`src/rtl/data_memory_arbiter_if.sv`:
```
// ----------------------------------------------------------------------------
// data_memory_arbiter_if
//
// Purpose: groups the signals around the shared data memory. This covers the
// MEM-stage request/response, the debug/loader req/grant handshake, and the
// single-port RAM address/data.
//
// Modports:
//   slave  - the arbiter's view. Requests and RAM read data come in; stall,
//            grant, read data and the RAM controls go out.
//   master - the surrounding environment's view (pipeline, debug port, RAM).
//
// Signals:
//   pipeMemRead/pipeMemWrite/pipeAddress/pipeWriteData  MEM-stage request
//   pipeReadData/pipeStall                              MEM-stage response
//   dbgRequest/dbgWrite/dbgAddress/dbgWriteData         debug request
//   dbgGrant/dbgReadData                                debug response
//   memAddress/memWriteEnable/memWriteData              RAM inputs
//   memReadData                                         RAM output (1-cycle latency)
// ----------------------------------------------------------------------------
interface data_memory_arbiter_if #(
    parameter int unsigned ADDR_WIDTH = 8
) ();
    logic                  pipeMemRead;
    logic                  pipeMemWrite;
    logic [31:0]           pipeAddress;
    logic [31:0]           pipeWriteData;
    logic [31:0]           pipeReadData;
    logic                  pipeStall;

    logic                  dbgRequest;
    logic                  dbgWrite;
    logic [ADDR_WIDTH-1:0] dbgAddress;
    logic [31:0]           dbgWriteData;
    logic                  dbgGrant;
    logic [31:0]           dbgReadData;

    logic [ADDR_WIDTH-1:0] memAddress;
    logic                  memWriteEnable;
    logic [31:0]           memWriteData;
    logic [31:0]           memReadData;

    modport slave (
        input  pipeMemRead, pipeMemWrite, pipeAddress, pipeWriteData,
        input  dbgRequest, dbgWrite, dbgAddress, dbgWriteData,
        input  memReadData,
        output pipeReadData, pipeStall,
        output dbgGrant, dbgReadData,
        output memAddress, memWriteEnable, memWriteData
    );

    modport master (
        output pipeMemRead, pipeMemWrite, pipeAddress, pipeWriteData,
        output dbgRequest, dbgWrite, dbgAddress, dbgWriteData,
        output memReadData,
        input  pipeReadData, pipeStall,
        input  dbgGrant, dbgReadData,
        input  memAddress, memWriteEnable, memWriteData
    );
endinterface

```
`src/rtl/data_memory_arbiter.sv`:
```
// ----------------------------------------------------------------------------
// data_memory_arbiter
//
// Purpose: shares the single-port synchronous data RAM between the MEM stage
// (priority requester) and a debug/loader port (req/grant). It stalls the
// pipeline for the extra cycle of a load, and while a debug access holds the
// port.
//
// Ports:
//   clock  - system clock, rising edge
//   reset  - asynchronous active-low reset; while low, memWriteEnable,
//            pipeStall, dbgGrant and memAddress are forced to 0
//   bus    - data_memory_arbiter_if.slave (pipeline, debug and RAM signals)
//
// Parameters:
//   ADDR_WIDTH   - RAM word-address width
//   STARVE_LIMIT - lost IDLE cycles after which a waiting debug request
//                  overrides the pipeline (guard build only)
//
// Build option:
//   DMEM_ARB_STARVE_GUARD_EN - when defined, builds the debug starvation guard
//   (waitCount plus the STARVE_LIMIT override). When undefined, the pipeline
//   has strict priority.
// ----------------------------------------------------------------------------
module data_memory_arbiter #(
    parameter int unsigned ADDR_WIDTH   = 8,
    parameter int unsigned STARVE_LIMIT = 8
) (
    input  logic                   clock,
    input  logic                   reset,
    data_memory_arbiter_if.slave   bus
);
    localparam logic [1:0] S_IDLE   = 2'd0;
    localparam logic [1:0] S_P_READ = 2'd1;
    localparam logic [1:0] S_D_WAIT = 2'd2;
    localparam logic [1:0] S_D_ACK  = 2'd3;

    logic [1:0]            r_state;
    logic [1:0]            w_nextState;
    logic                  r_dbgIsRead;
    logic [31:0]           r_dbgReadData;

    logic                  w_pipeReq;
    logic                  w_starve;
    logic                  w_dbgWin;
    logic [ADDR_WIDTH-1:0] w_memAddress;
    logic                  w_memWriteEnable;
    logic [31:0]           w_memWriteData;
    logic                  w_pipeStall;
    logic                  w_dbgGrant;

    // Only the word-address bits of the byte address reach the RAM.
    wire w_unused_addr = &{1'b0, bus.pipeAddress[31:ADDR_WIDTH+2], bus.pipeAddress[1:0]};

    assign w_pipeReq = bus.pipeMemRead | bus.pipeMemWrite;

    // The debug port wins an IDLE cycle when the pipeline is quiet, or when it
    // has waited long enough (guard build only).
    assign w_dbgWin = (r_state == S_IDLE) && bus.dbgRequest && (!w_pipeReq || w_starve);

`ifdef DMEM_ARB_STARVE_GUARD_EN
    localparam int unsigned WC_W = ($clog2(STARVE_LIMIT + 1) > 0) ? $clog2(STARVE_LIMIT + 1) : 1;

    logic [WC_W-1:0] r_waitCount;

    assign w_starve = (32'(r_waitCount) >= 32'(STARVE_LIMIT));

    // Counts IDLE cycles that a pending debug request loses to the pipeline.
    // The count saturates at the limit.
    always_ff @(posedge clock or negedge reset) begin
        if (!reset) begin
            r_waitCount <= '0;
        end else if (!bus.dbgRequest || w_dbgWin) begin
            r_waitCount <= '0;
        end else if ((r_state == S_IDLE) && w_pipeReq && !w_starve) begin
            r_waitCount <= r_waitCount + WC_W'(1);
        end
    end
`else
    assign w_starve = 1'b0;

    wire w_unused_limit = (STARVE_LIMIT != 0);
`endif

    always_comb begin
        w_nextState      = r_state;
        w_memAddress     = bus.pipeAddress[ADDR_WIDTH+1:2];
        w_memWriteEnable = 1'b0;
        w_memWriteData   = bus.pipeWriteData;
        w_pipeStall      = 1'b0;
        w_dbgGrant       = 1'b0;
        case (r_state)
            S_IDLE: begin
                if (w_dbgWin) begin
                    w_memAddress     = bus.dbgAddress;
                    w_memWriteEnable = bus.dbgWrite;
                    w_memWriteData   = bus.dbgWriteData;
                    w_pipeStall      = w_pipeReq;
                    w_nextState      = S_D_WAIT;
                end else if (bus.pipeMemWrite) begin
                    // A write takes precedence over a simultaneous read.
                    w_memWriteEnable = 1'b1;
                end else if (bus.pipeMemRead) begin
                    w_pipeStall = 1'b1;
                    w_nextState = S_P_READ;
                end
            end
            S_P_READ: begin
                w_nextState = S_IDLE;
            end
            S_D_WAIT: begin
                w_pipeStall = w_pipeReq;
                w_nextState = S_D_ACK;
            end
            S_D_ACK: begin
                w_pipeStall = w_pipeReq;
                w_dbgGrant  = 1'b1;
                w_nextState = S_IDLE;
            end
            default: begin
                w_nextState = S_IDLE;
            end
        endcase
    end

    always_ff @(posedge clock or negedge reset) begin
        if (!reset) begin
            r_state       <= S_IDLE;
            r_dbgIsRead   <= 1'b0;
            r_dbgReadData <= '0;
        end else begin
            r_state <= w_nextState;
            if (w_dbgWin) begin
                r_dbgIsRead <= !bus.dbgWrite;
            end
            // RAM data for the access issued in IDLE is on memReadData now.
            if ((r_state == S_D_WAIT) && r_dbgIsRead) begin
                r_dbgReadData <= bus.memReadData;
            end
        end
    end

    // While reset is low, the control outputs are held at zero whatever the inputs are.
    assign bus.memAddress     = reset ? w_memAddress : '0;
    assign bus.memWriteEnable = reset & w_memWriteEnable;
    assign bus.memWriteData   = w_memWriteData;
    assign bus.pipeStall      = reset & w_pipeStall;
    assign bus.dbgGrant       = reset & w_dbgGrant;
    assign bus.pipeReadData   = bus.memReadData;
    assign bus.dbgReadData    = r_dbgReadData;

endmodule
```
`src/flat_wrapper.sv`:
```
// flat-port wrapper written by rule: the top's interface ports become plain ports
module data_memory_arbiter_flat 
#(
    parameter int unsigned ADDR_WIDTH   = 8,
    parameter int unsigned STARVE_LIMIT = 8
)
  (clock, reset, bus_pipeMemRead, bus_pipeMemWrite, bus_pipeAddress, bus_pipeWriteData, bus_dbgRequest, bus_dbgWrite, bus_dbgAddress, bus_dbgWriteData, bus_memReadData, bus_pipeReadData, bus_pipeStall, bus_dbgGrant, bus_dbgReadData, bus_memAddress, bus_memWriteEnable, bus_memWriteData);
  data_memory_arbiter_if #(.ADDR_WIDTH(ADDR_WIDTH)) bus_i ();
  input  logic clock;
  input  logic reset;
  input wire logic [$bits(bus_i.pipeMemRead)-1:0] bus_pipeMemRead;
  input wire logic [$bits(bus_i.pipeMemWrite)-1:0] bus_pipeMemWrite;
  input wire logic [$bits(bus_i.pipeAddress)-1:0] bus_pipeAddress;
  input wire logic [$bits(bus_i.pipeWriteData)-1:0] bus_pipeWriteData;
  input wire logic [$bits(bus_i.dbgRequest)-1:0] bus_dbgRequest;
  input wire logic [$bits(bus_i.dbgWrite)-1:0] bus_dbgWrite;
  input wire logic [$bits(bus_i.dbgAddress)-1:0] bus_dbgAddress;
  input wire logic [$bits(bus_i.dbgWriteData)-1:0] bus_dbgWriteData;
  input wire logic [$bits(bus_i.memReadData)-1:0] bus_memReadData;
  output wire logic [$bits(bus_i.pipeReadData)-1:0] bus_pipeReadData;
  output wire logic [$bits(bus_i.pipeStall)-1:0] bus_pipeStall;
  output wire logic [$bits(bus_i.dbgGrant)-1:0] bus_dbgGrant;
  output wire logic [$bits(bus_i.dbgReadData)-1:0] bus_dbgReadData;
  output wire logic [$bits(bus_i.memAddress)-1:0] bus_memAddress;
  output wire logic [$bits(bus_i.memWriteEnable)-1:0] bus_memWriteEnable;
  output wire logic [$bits(bus_i.memWriteData)-1:0] bus_memWriteData;
  assign bus_i.pipeMemRead = bus_pipeMemRead;
  assign bus_i.pipeMemWrite = bus_pipeMemWrite;
  assign bus_i.pipeAddress = bus_pipeAddress;
  assign bus_i.pipeWriteData = bus_pipeWriteData;
  assign bus_i.dbgRequest = bus_dbgRequest;
  assign bus_i.dbgWrite = bus_dbgWrite;
  assign bus_i.dbgAddress = bus_dbgAddress;
  assign bus_i.dbgWriteData = bus_dbgWriteData;
  assign bus_i.memReadData = bus_memReadData;
  assign bus_pipeReadData = bus_i.pipeReadData;
  assign bus_pipeStall = bus_i.pipeStall;
  assign bus_dbgGrant = bus_i.dbgGrant;
  assign bus_dbgReadData = bus_i.dbgReadData;
  assign bus_memAddress = bus_i.memAddress;
  assign bus_memWriteEnable = bus_i.memWriteEnable;
  assign bus_memWriteData = bus_i.memWriteData;
  data_memory_arbiter #(.ADDR_WIDTH(ADDR_WIDTH), .STARVE_LIMIT(STARVE_LIMIT)) u_core (.clock(clock), .reset(reset), .bus(bus_i));
endmodule
```
`config.mk`:
```
export PLATFORM = sky130hd
export DESIGN_NAME = data_memory_arbiter_flat
export DESIGN_NICKNAME = d
export VERILOG_FILES = /design/src/rtl/data_memory_arbiter_if.sv /design/src/rtl/data_memory_arbiter.sv /design/src/flat_wrapper.sv
export SDC_FILE = /design/constraint.sdc
export NUM_CORES = 1
export LEC_CHECK = 0
export ABC_AREA = 1
export CORE_AREA = 3 3 95 97
export CTS_BUF_LIST = sky130_fd_sc_hd__clkbuf_4 sky130_fd_sc_hd__clkbuf_8
export CTS_CLUSTER_DIAMETER = 60
export DETAILED_ROUTE_END_ITERATION = 8
export DIE_AREA = 0 0 98 100
export GPL_TIMING_DRIVEN = 0
export PLACE_DENSITY = 0.8
export SLEW_MARGIN = 20
export SYNTH_ARGS = -nofsm -noshare
export SYNTH_HDL_FRONTEND = slang
export SYNTH_SLANG_ARGS = --single-unit
```
`constraint.sdc`:
```
create_clock -name clock -period 3.2 [get_ports clock]
set_clock_uncertainty 0.2 [all_clocks]
set_input_delay 0.64 -clock clock [delete_from_list [all_inputs] [get_ports clock]]
set_output_delay 0.64 -clock clock [all_outputs]
set_load 0.1 [all_outputs]
```
==> run summary <==
The flow ran to the end, and the final reports show no timing, DRC or antenna violations. At the worst endpoint, the required time is 2.36 ns. The most area-hungry cell type in the Yosys netlist is dfrtp_1. After detailed routing, the met3 layer carries 799 microns of wire.

The accumulated negative setup slack was 0 ns. At the later pin of the worst-skew pair, clock insertion delay measures 0.27 ns. The tree built by TritonCTS fans out to 35 sinks.

Summing all multi-input logic gate instances after layout gives 878 sq um. The setup-violating endpoint count in the final report is 0, and the via-per-instance ratio is 4.20. Largest net degree at the start of global routing: 20. Dividing the detail-routed wire length by the instance count gives 13.3 microns.

Floorplan core area: 8220 sq um. The class of the most critical setup path is input pin to output port. The share of the synthesized area in the top cell type was 0.374; the maximum level of the CTS H-tree was 2. After clock tree synthesis, the clock-pin slew on the worst setup and hold paths is 0.08 ns. Setup slack on the critical path of the routed design comes to 0.0296 ns. The run gives 4820 microns as the wire length on met2. From synthesis to final layout, the design area changed by 104%. Netlist area before placement: 2340 sq um. In the routed design, unresolved DRC markers number 0.

The die covers 9800 sq um. The sequential-to-total area share from yosys stat was 0.374; the gate count after technology mapping was 338. The run gives 315 MHz as the maximum frequency from static timing analysis.

The tightest slew margin relative to the limit came out at 0.313. Among cell families on the critical path, the largest total delay comes from buffers and inverters. Input and output buffers added on the ports amount to 224. The relative contribution of the clock network to total power is 0.073. The number of filler cells placed in the layout was 755; the number of diodes was 0.

Setup repair after global routing left no endpoint under its margin. In the final design database the tool counted 712 nets. Across the VDD grid, the largest voltage drop is 0.700 mV.

Across the run, the number of max-cap violations was 0. The detailed router placed 2,838 vias in this run. The switching power share of the total was 0.650.

The worst register-to-register path has a depth of 4. For the internal power of the cells, the log shows 1.58 mW. Counting the buffers created by CTS gives 5. The maximum net fanout on the critical path is 2. For this block, the routed nets add up to 9020 microns of wire. The switching power total is 2.93 mW.

The tools report the remaining antenna violation count after routing as 0. The critical path crosses 3 cells after its start point. By area the synthesized netlist is led by dfrtp_1 (37%), nand2_1 (14%), inv_1 (12%). The number of nets in the synthesized netlist is 480. At the placement stage, the worst setup path has a slack of -0.658 ns. The worst setup path is launched from an input pin. The analysis attributes to cell leakage a power of 2.66 nW. For the initial cell density of the core, the log shows 0.285. The register share of total power is 0.178.

249 I/O pins were placed. Critical path capture point type: an output port. Fraction of the cycle the final worst path needs: 0.991.

Final-report max-slew violation count: 0. Detailed placement ended at an HPWL of 7590 microns. The worst path in the final design needs a cycle of 3.17 ns, including I/O delays and setup. The number of non-filler instances in the completed layout is 676.

A synthesized cell averages 6.93 sq um. The first detailed-routing pass ran for 4 iterations. The post-layout total power was 4.50 mW; the number of DRC markers in iteration 0 was 65.

In this design, the stage delay of the slowest critical-path cell is 1.12 ns. The floorplan row count was 33; the total power density per cell area was 944 nW/um^2. In the layout the commonest cells are clkdlybuf4s50_1 (149), nand2_1 (89), inv_1 (73). TritonCTS built the clock tree. The global-route wire length before repair came out at 14,000 microns.

For the total count of hold-check failures in the final report, the log shows 0. The largest individual stage delay along the critical path comes from the cell clkdlybuf4s50_1. The critical path goes through clkdlybuf4s50_1 > buf_4 > clkdlybuf4s50_1. The layout cell share with drive strength beyond 1 works out to 0.228.

Global routing finished with a remaining overflow of 0. The number of antenna violations at the first check in global routing is 0. The class of the tightest hold or removal check is input pin to asynchronous set/reset pin. The setup fix buffers added after clock tree synthesis is 0.

In this run the vertical extent of the chip is 100 microns. During synthesis, Yosys emitted a total of 0 warnings. In this run, placement finished with an instance count of 668. The tightest hold path in the finished design has a slack of 0.0987 ns.

The sequential cells in the finished layout cover a total of 876 sq um. The buffer levels on the longest clock path was 2. The most numerous cell type found on the critical path is clkdlybuf4s50_1. The tools report the weighted congestion reported at the end of routability-driven placement as 0.843. The logs give 2,944 for the via count of the first global-routing pass and 14 for the distinct cell type count after synthesis. The floorplan step set the die width to 98 microns.

The leading cell type in the layout, fill and taps excluded is clkdlybuf4s50_1. At the worst endpoint, the arrival time is 2.33 ns. The aggregate global-route resource usage is 0.175. Combinational group share of total power: 0.750. For the pin with the worst max-slew slack, the measured transition is 1.03 ns.

Buffers inserted to repair hold after CTS numbered 0. Counting both buffers and inverters, the worst setup path holds a total of 3. After synthesis the netlist holds a flip-flop and latch count of 35. The detailed router used layers up to and including met4. The logs give 3250 microns for the met1 wire length and 216 for the count of cells resized by post-cts repair.

The clock root buffer master is clkbuf_8.
-- stage by stage --
step / utilization / instance area (sq um)
final: 0.580 / 4770
after global routing: 0.580 / 4770
after CTS: 0.568 / 4670
after detailed placement: 0.581 / 4780
after global placement: 0.578 / 4750
after floorplan: - / 2380
-- Yosys cell counts --
| cell | n |
|---|---|
| nand2_1 | 89 |
| inv_1 | 73 |
| dfrtp_1 | 35 |
| o21ai_0 | 33 |
| buf_4 | 32 |
| nor2_1 | 21 |
| o21ai_1 | 19 |
| o21ai_2 | 14 |
| buf_6 | 6 |
| clkbuf_1 | 5 |
| buf_2 | 4 |
| nor2_2 | 4 |
| nand3_2 | 2 |
| clkbuf_2 | 1 |
-- area by class of cell --
type / count / area share
multi-input cells: 182 / 0.184
clock buffers: 6 / 0.0160
inverters: 73 / 0.0575
well taps: 105 / 0.0276
plain buffers: 48 / 0.0740
flip-flops and latches: 35 / 0.184
clock inverters: 2 / 0.00262
repair buffers: 225 / 0.454
-- registers in the layout, summed over array words and instances, names as in the netlist --
name                    flops
u_core.bus.dbgReadData     32
u_core.r_state              2
u_core.r_dbgIsRead          1
-- cells by family (layout without fill, tap and decap cells) --
kind of cell,count (synthesis),after routing,synth area share
buf+inv,121,354,0.267
flops,35,35,0.374
simple gates,116,116,0.196
compound gates,66,66,0.163
-- layer usage --
| metal | global-route usage | vias up |
|---|---|---|
| met4 | 0.0330 | 0 |
| met3 | 0.0459 | 13 |
| met5 | 0 | - |
| met1 | 0.185 | 1249 |
| li1 | - | 1438 |
| met2 | 0.347 | 138 |
-- power groups by stage --
stage	Clock [mW]	Sequential [mW]	Combinational, mW
floorplan	0	2.30	1.04
finish	0.328	0.799	3.37
global route	0.354	0.828	3.50
detailed placement	0	0.805	3.44
CTS	0.339	0.801	3.38
global placement	0	0.790	3.41
-- path summary, 6_finish.rpt --
path	from	end	slack [ns]
min reg2reg	u_core.bus.dbgReadData[1]	u_core.bus.dbgReadData[1]	0.29
max in group asynchronous	reset	u_core.r_state[0]	2.25
max reg2reg	u_core.r_state[0]	u_core.bus.dbgReadData[3]	1.70
min in group clock	u_core.bus.dbgReadData[1]	u_core.bus.dbgReadData[1]	0.29
min	reset	u_core.bus.dbgReadData[11]	0.1
max	bus_memReadData[31]	bus_pipeReadData[31]	0.03
Power figures use the tool's default switching activity.
